[src/rtl/scan_chain_ctrl_pkg.sv]
`default_nettype none
// +--------------------------------------------------------------------+
// | scan_chain_ctrl_pkg                                                 |
// | FSM states and chain orientation shared by the scan controller.     |
// | Revision: 1.0                                                       |
// +--------------------------------------------------------------------+
package scan_chain_ctrl_pkg;

    typedef enum logic [2:0] {
        IDLE    = 3'd0,
        LOAD    = 3'd1,
        CAPTURE = 3'd2,
        UNLOAD  = 3'd3,
        RESP    = 3'd4
    } state_e;

    // Flop 0 is the one fed by scan_d_o; parallel bit k always maps to flop k,
    // so this index is also the serial-in end of every shift register.
    localparam int unsigned C_SCAN_IN_FLOP = 0;

endpackage
`default_nettype wire

[src/rtl/scan_shift_reg.sv]
`default_nettype none
// +--------------------------------------------------------------------+
// | scan_shift_reg                                                      |
// | Parallel-load, parallel-read shift register; shifts toward the MSB. |
// | Revision: 1.0                                                       |
// +--------------------------------------------------------------------+
module scan_shift_reg
    import scan_chain_ctrl_pkg::*;
#(
    parameter int ChainLen = 8
) (
    input  logic                clk_i,
    input  logic                rst_i,
    input  logic                load_i,
    input  logic [ChainLen-1:0] load_data_i,
    input  logic                shift_i,
    input  logic                ser_i,
    output logic                ser_o,
    output logic [ChainLen-1:0] data_o
);

    logic [ChainLen-1:0] data_q;
    logic [ChainLen-1:0] w_shift_nxt;

    always_comb begin
        w_shift_nxt                 = {data_q[ChainLen-2:0], 1'b0};
        w_shift_nxt[C_SCAN_IN_FLOP] = ser_i;
    end

    always_ff @(posedge clk_i or posedge rst_i) begin
        if (rst_i) begin
            data_q <= '0;
        end else if (load_i) begin
            data_q <= load_data_i;
        end else if (shift_i) begin
            data_q <= w_shift_nxt;
        end
    end

    assign ser_o  = data_q[ChainLen-1];
    assign data_o = data_q;

endmodule
`default_nettype wire

[src/rtl/scan_chain_ctrl.sv]
`default_nettype none
// +--------------------------------------------------------------------+
// | scan_chain_ctrl                                                     |
// | Loads/unloads one scan chain with an optional functional capture.   |
// | Revision: 1.0                                                       |
// +--------------------------------------------------------------------+
module scan_chain_ctrl
    import scan_chain_ctrl_pkg::*;
#(
    parameter int ChainLen = 8,
    parameter int CntWidth = $clog2(ChainLen + 1)
) (
    input  logic                clk_i,
    input  logic                rst_i,
    input  logic                req_valid_i,
    output logic                req_ready_o,
    input  logic [ChainLen-1:0] req_data_i,
    input  logic                req_capture_i,
    output logic                rsp_valid_o,
    input  logic                rsp_ready_i,
    output logic [ChainLen-1:0] rsp_data_o,
    output logic                scan_en_o,
    output logic                scan_d_o,
    output logic                dis_o,
    input  logic                scan_q_i
);

    localparam logic [CntWidth-1:0] C_LAST_CNT = CntWidth'(ChainLen - 1);

    state_e                state_q, state_d;
    logic [CntWidth-1:0]   cnt_q, cnt_d;
    logic                  capture_q;
    logic                  w_accept;
    logic                  w_shifting;
    logic                  w_pass_end;
    logic                  w_load_ser;
    logic                  w_rsp_ser_unused;
    logic [ChainLen-1:0]   w_load_vec_unused;

    assign w_accept   = (state_q == IDLE) && req_valid_i;
    assign w_shifting = (state_q == LOAD) || (state_q == UNLOAD);
    assign w_pass_end = (cnt_q == C_LAST_CNT);

    always_ff @(posedge clk_i or posedge rst_i) begin
        if (rst_i) begin
            state_q <= IDLE;
        end else begin
            state_q <= state_d;
        end
    end

    always_comb begin
        state_d = state_q;
        case (state_q)
            IDLE:    if (req_valid_i) state_d = LOAD;
            LOAD:    if (w_pass_end) state_d = capture_q ? CAPTURE : RESP;
            CAPTURE: state_d = UNLOAD;
            UNLOAD:  if (w_pass_end) state_d = RESP;
            RESP:    if (rsp_ready_i) state_d = IDLE;
            default: state_d = IDLE;
        endcase
    end

    always_comb begin
        req_ready_o = (state_q == IDLE);
        rsp_valid_o = (state_q == RESP);
        scan_en_o   = w_shifting;
        dis_o       = w_shifting || (state_q == RESP);
        scan_d_o    = w_shifting && w_load_ser;
    end

    // Counter saturates at the last shift cycle; IDLE and CAPTURE clear it for the next pass.
    always_comb begin
        cnt_d = cnt_q;
        if (w_shifting) begin
            if (!w_pass_end) cnt_d = cnt_q + 1'b1;
        end else if ((state_q == IDLE) || (state_q == CAPTURE)) begin
            cnt_d = '0;
        end
    end

    always_ff @(posedge clk_i or posedge rst_i) begin
        if (rst_i) begin
            cnt_q     <= '0;
            capture_q <= 1'b0;
        end else begin
            cnt_q <= cnt_d;
            if (w_accept) capture_q <= req_capture_i;
        end
    end

    // Rotating the load vector restores it after LOAD so UNLOAD can shift it in again.
    scan_shift_reg #(.ChainLen(ChainLen)) u_load_reg (
        .clk_i       (clk_i),
        .rst_i       (rst_i),
        .load_i      (w_accept),
        .load_data_i (req_data_i),
        .shift_i     (w_shifting),
        .ser_i       (w_load_ser),
        .ser_o       (w_load_ser),
        .data_o      (w_load_vec_unused)
    );

    scan_shift_reg #(.ChainLen(ChainLen)) u_rsp_reg (
        .clk_i       (clk_i),
        .rst_i       (rst_i),
        .load_i      (1'b0),
        .load_data_i ({ChainLen{1'b0}}),
        .shift_i     (w_shifting),
        .ser_i       (scan_q_i),
        .ser_o       (w_rsp_ser_unused),
        .data_o      (rsp_data_o)
    );

endmodule
`default_nettype wire

[config.mk]
export PLATFORM = sky130hd
export DESIGN_NAME = scan_chain_ctrl
export DESIGN_NICKNAME = d
export VERILOG_FILES = /design/src/rtl/scan_chain_ctrl_pkg.sv /design/src/rtl/scan_shift_reg.sv /design/src/rtl/scan_chain_ctrl.sv
export SDC_FILE = /design/constraint.sdc
export NUM_CORES = 1
export LEC_CHECK = 0
export ABC_AREA = 0
export CORE_MARGIN = 4
export CORE_UTILIZATION = 40
export CTS_BUF_LIST = sky130_fd_sc_hd__clkbuf_4 sky130_fd_sc_hd__clkbuf_8
export DETAILED_ROUTE_END_ITERATION = 8
export GPL_TIMING_DRIVEN = 0
export PLACE_DENSITY_LB_ADDON = 0.12
export SETUP_SLACK_MARGIN = 0.15
export SYNTH_ARGS = -nofsm -noshare
export SYNTH_HDL_FRONTEND = slang
export SYNTH_SLANG_ARGS = --single-unit
[constraint.sdc]
create_clock -name clk_i -period 2.4 [get_ports clk_i]
set_clock_uncertainty 0.2 [all_clocks]
set_input_delay 0.48 -clock clk_i [delete_from_list [all_inputs] [get_ports clk_i]]
set_output_delay 0.48 -clock clk_i [all_outputs]
set_load 0.02 [all_outputs]
## Word-level counts from Yosys, hierarchy flattened

Index checks and enable logic that the tools add are counted.

| storage, ports and cells | value |
|---|---|
| output and inout port bits | 13 |
| input port bits | 14 |
| register bits after elaboration | 24 |
| word-level logic and storage cells | 37 |

| cells by class | value |
|---|---|
| mux-type cells | 11 |
| add/subtract/negate cells | 1 |
| equal/unequal tests | 10 |
| reductions and logical operators | 10 |

Operators by type and width:

| cell | number |
|---|---|
| 8-bit two-way mux | 2 |
| 3-bit two-way mux | 5 |
| 3-bit one-hot mux with 5 select lines | 1 |
| 4-bit two-way mux | 3 |
| 2-bit inequality test (second input constant) | 4 |
| 3-bit by 2-bit equality test with 1-bit output (second input constant) | 2 |
| 4-bit by 1-bit adder with 4-bit output (second input constant) | 1 |
| 4-bit by 3-bit equality test with 1-bit output (second input constant) | 1 |
| 4-bit AND reduction | 1 |
| 2-bit nonzero test | 2 |
| 3-bit by 1-bit equality test with 1-bit output (second input constant) | 1 |
| 3-bit equality test (second input constant) | 1 |
| 3-bit logical NOT | 1 |
| 1-bit logical OR | 3 |
| 1-bit logical AND | 2 |
| 2-bit by 1-bit inequality test with 1-bit output (second input constant) | 1 |
| 2-bit AND reduction | 1 |

## Logic depth before layout (Yosys ltp)

| logic depth | value |
|---|---|
| word-level depth | 4 |
| mapped depth | 6 |
| depth with buffers taken out | 4 |

## Hierarchy

A second synthesis with hierarchy kept.

| unflattened totals | value |
|---|---|
| cell total of the unflattened synthesis | 118 |
| area, all modules | 1242.4 um^2 |

By module, submodules not included:

| module | instances | area each (um^2) | seq. area each (um^2) | cells each |
|---|---|---|---|---|
| scan_shift_reg | 2 | 384.1 | 200.2 | 36 |
| scan_chain_ctrl | 1 | 474.2 | 200.2 | 46 |

## Least setup slack after synthesis

Ideal clock, no wire load.

| timing | value |
|---|---|
| path type | register to output |
| from | register state_q[2] |
| to | output dis_o |
| buffers on the path | 3 |
| setup slack | 0.588 ns |
| cell stages (with the launch flop) | 6 |
| required time | 1.720 ns |
| arrival | 1.132 ns |
| path through | dfrtp_1 > buf_6 > nand2b_1 > buf_4 > buf_4 > nand2_1 |

| on the way | value |
|---|---|
| word-level cells in the longest chain between the ends | 3 |
| elaborated cells on any way between the ends | 5 |
| those cells by class | eq/ne: 3; reduce/logical: 2 |

RTL lines:

| element | line | RTL |
|---|---|---|
| start: declaration | scan_chain_ctrl.sv:30 | `state_e state_q, state_d;` |
| start signal: assignment | scan_chain_ctrl.sv:48 | `state_q <= state_d;` |
| 3-bit by 1-bit equality test with 1-bit output or 3-bit by 2-bit equality test with 1-bit output (tied branches) | scan_chain_ctrl.sv:41 | `assign w_shifting = (state_q == LOAD) \|\| (state_q == UNLOAD);` |
| 1-bit logical OR | scan_chain_ctrl.sv:41 |  |
| 1-bit logical OR * | scan_chain_ctrl.sv:68 | `dis_o = w_shifting \|\| (state_q == RESP);` |
| end: declaration | scan_chain_ctrl.sv:24 | `output logic dis_o,` |

Mark *: on every way between the ends. The rest lies on a longest branch, timed or not.

## Final worst setup path

Ends and elaborated chain as after synthesis.

==> results.yml <==
synth:
  synth_top_area_frac: 0.535
  synth_edf_count: 0
  synth_cell_type_count: 26
  seq_area_frac_synth: 0.535
  avgSynthCellArea_sq_um: 9.77
  yosysMostFrequentCell: "nand2_1"
  ys.flop_type: "dfrtp_1"
  yosys_warnings: 0
  syn_nets: 130
  synth_area_sq_um: 1120
  synth_top_area_cell: "dfrtp_1"
  synth.top_cells.by_count: "37 x nand2_1, 24 x dfrtp_1, 8 x o21ai_0, 7 x mux2i_1, 6 x nand3_1"
  synth_async_sr_flop_share: 1.00
  ys_ff_latch: 24
  synthTopCellsByArea: "dfrtp_1 53%, nand2_1 12%, mux2i_1 6.2%"
  synth_cells: 115
detailed_routing:
  final_antenna_net_count: 0
  vias: 915
  drc: 0
  wire_per_inst_um: 12.6
  dr.pass1.iters: 4
  detail_route.vias_per_cell: 5.20
  drt_iter0_markers: 34
  wl_mm: 2.22
pwr:
  power.static_leakage_nw: 0.681
  power_frac_clock: 0.117
  internal-power_mw: 1.09
  pwr-share-seq: 0.406
  p_total_mw: 1.78
  power_per_cell_area_nw_per_um2: 1200
  p_switching_uw: 687
  vdd_drop_max_mv: 0.808
  pwr-share-comb: 0.477
  switching_share: 0.386
worst_setup_path:
  reg2reg_slack_ns: 0.65
  cp.required_ns: 1.72
  cpPeakStageDelay_ns: 0.40
  arrival_ns: 1.51
  reg2reg_from: "state_q[0]"
  start_kind: "flip-flop"
  critPathMaxFanout: 10
  timing.rr.end: "capture_q"
  crit_type: "reg2out"
  slowest_stage: "or3_4"
  endpoint_kind: "primary output"
  ff2ff_path_depth: 3
  path_cells: "buf_6, inv_1, or3_4, nand2_1, buf_4"
cells_and_area:
  antenna_cells: 0
  drive_gt1_frac: 0.123
  final_nets: 162
  finish.utilization: 0.576
  syn_to_final_growth_pct: 31.5
die:
  die_w_um: 61
  start_util: 0.438
  io-pin-count: 27
  num_rows: 18
  die_area_sq_um: 3720
  dieHeight_um: 61
  core_region_area_sq_um: 2570
worst_hold_path:
  min_path_cells: 2
  hold_class: "reg2reg"
  hp-start: "u_rsp_reg.data_o[7]"
  worstHoldEndpoint: "u_rsp_reg.data_o[7]"
global_route:
  grt_pass1_vias: 806
  track_usage: 0.128
  grt_use_met2: 0.209
  use_met1: 0.162
  grt_max_degree: 25
  grt-busiest-layer: "met2"
  use_met3: 0.0447
  overflow: 0
  antenna_found_initial: 0
  grt_pass1_wl_mm: 3.56
placement:
  placement.io_buffers: 26
  gp_congestion: 0.744
  hpwl_mm: 1.63
sta:
  worstMarginPinSlew_ns: 0.884
  hold_viol: 0
  final_max_slew_viol_count: 0
  slew_headroom: 0.410
  min_period_over_period: 0.912
  finalCriticalPeriod_ns: 2.19
  max_freq_mhz: 457
  fin_tns_setup_ns: 0
  rsz0062_at_grt: "true"
  setup_viol: 0
cts:
  cts_buffers: 3
  clock-root-buffer: "clkbuf_4"
  clock_path_buffers: 2
  path_clk_slew_ns: 0.13
  clk_latency_ns: 0.31
  cts_sinks: 24
  htreeDepth: 1
  cts_tree: "yes"
flow_run:
  maxCapViolations: 0
run_status:
  status: "finished clean"
-- through the flow --
stage / area, sq um / hold slack (ns) / setup slack (ns) / instances
after CTS: 1460 / 0.305 / 0.142 / 175
after detailed placement: 1420 / 0.276 / 0.0104 / 171
after floorplan: 1120 / 0.247 / 0.588 / 115
final: 1480 / 0.293 / 0.210 / 176
after global routing: 1480 / 0.329 / 0.131 / 176
after global placement: 1420 / 0.260 / 0.00599 / 171
-- power by group through the flow --
| stage | Clock [mW] | Combinational [mW] | Sequential (mW) |
|---|---|---|---|
| 2_1_floorplan | 0 | 0.487 | 0.770 |
| 3_3_place_gp | 0 | 0.827 | 0.723 |
| 3_5_place_dp | 0 | 0.843 | 0.731 |
| 4_1_cts | 0.214 | 0.839 | 0.720 |
| 5_1_grt | 0.227 | 0.946 | 0.751 |
| 6_report | 0.208 | 0.848 | 0.722 |
-- final cells by class --
class | count | area, sq um
Fill cell | 242 | 1090
Sequential cell | 24 | 601
Multi-Input combinational cell | 80 | 465
Timing Repair Buffer | 27 | 255
Buffer | 7 | 67.6
Tap cell | 30 | 37.5
Clock buffer | 4 | 36.3
Inverter | 4 | 15.0
-- flip-flops by register name, summed over array words and instances (netlist names) --
name,flops
capture_q,1
state_q,3
cnt_q,4
u_load_reg.data_o,8
u_rsp_reg.data_o,8
-- cells in the final DEF, fill, tap and decap left out --
| cell | n |
|---|---|
| nand2_1 | 37 |
| dfrtp_1 | 24 |
| clkdlybuf4s50_1 | 21 |
| o21ai_0 | 8 |
| mux2i_1 | 7 |
| nand3_1 | 6 |
| buf_4 | 5 |
| clkbuf_4 | 4 |
| buf_6 | 4 |
| inv_1 | 4 |
| a21oi_1 | 3 |
| nor2_1 | 3 |
| and3b_1 | 2 |
| dlygate4sd2_1 | 2 |
| nor4b_4 | 1 |
| nand2b_4 | 1 |
| nor3_1 | 1 |
| or3_4 | 1 |
| a22oi_1 | 1 |
| mux2_1 | 1 |
| or4_1 | 1 |
| nor2b_1 | 1 |
| o2bb2ai_1 | 1 |
| nand4b_1 | 1 |
| o311a_1 | 1 |
| o311ai_0 | 1 |
| o211ai_1 | 1 |
| ha_1 | 1 |
| clkbuf_8 | 1 |
| buf_2 | 1 |
-- kinds of logic (layout without fill, tap and decap cells) --
logic type | count (synthesis) | in the layout | share of synthesized area
and+or+nand+nor | 55 | 55 | 0.233
buffers and inverters | 11 | 42 | 0.0624
adders and majority gates | 1 | 1 | 0.0111
DFF | 24 | 24 | 0.535
muxes | 8 | 8 | 0.0724
AOI/OAI and AO/OA | 16 | 16 | 0.0869
-- repair_timing --
| item | CTS | global route |
|---|---|---|
| hold buffers | 0 | 0 |
| resized for setup | 16 | 6 |
| buffers inserted | 0 | 1 |
| endpoints found under the setup margin | 5 | 3 |
| pin swaps | 0 | 0 |
| cloned | 0 | 0 |
-- metal layers --
| metal | vias up | part of all wire |
|---|---|---|
| met3 | 4 | 0.047 |
| li1 | 448 | - |
| met4 | 0 | 0.015 |
| met2 | 23 | 0.51 |
| met1 | 440 | 0.43 |
| met5 | - | 0 |
-- worst max-delay path: cells and delay by family, from the launching register on --
kind                   cells  cell delay (ns)
and+or+nand+nor            2             0.48
DFF                        1             0.36
buffers and inverters      3             0.35
-- worst max path at each step --
| stage | from | end | slack [ns] | depth (start not counted) |
|---|---|---|---|---|
| 6_report | state_q[2] | dis_o | 0.21 | 5 |
| 3_3_place_gp | state_q[2] | dis_o | 0.006 | 6 |
| 4_1_cts | state_q[2] | dis_o | 0.14 | 6 |
| 5_1_grt | state_q[2] | dis_o | 0.13 | 5 |
| 2_1_floorplan | state_q[2] | dis_o | 0.59 | 5 |
| 3_5_place_dp | state_q[2] | dis_o | 0.01 | 6 |
Note: power is estimated with default switching activity, not from simulation.
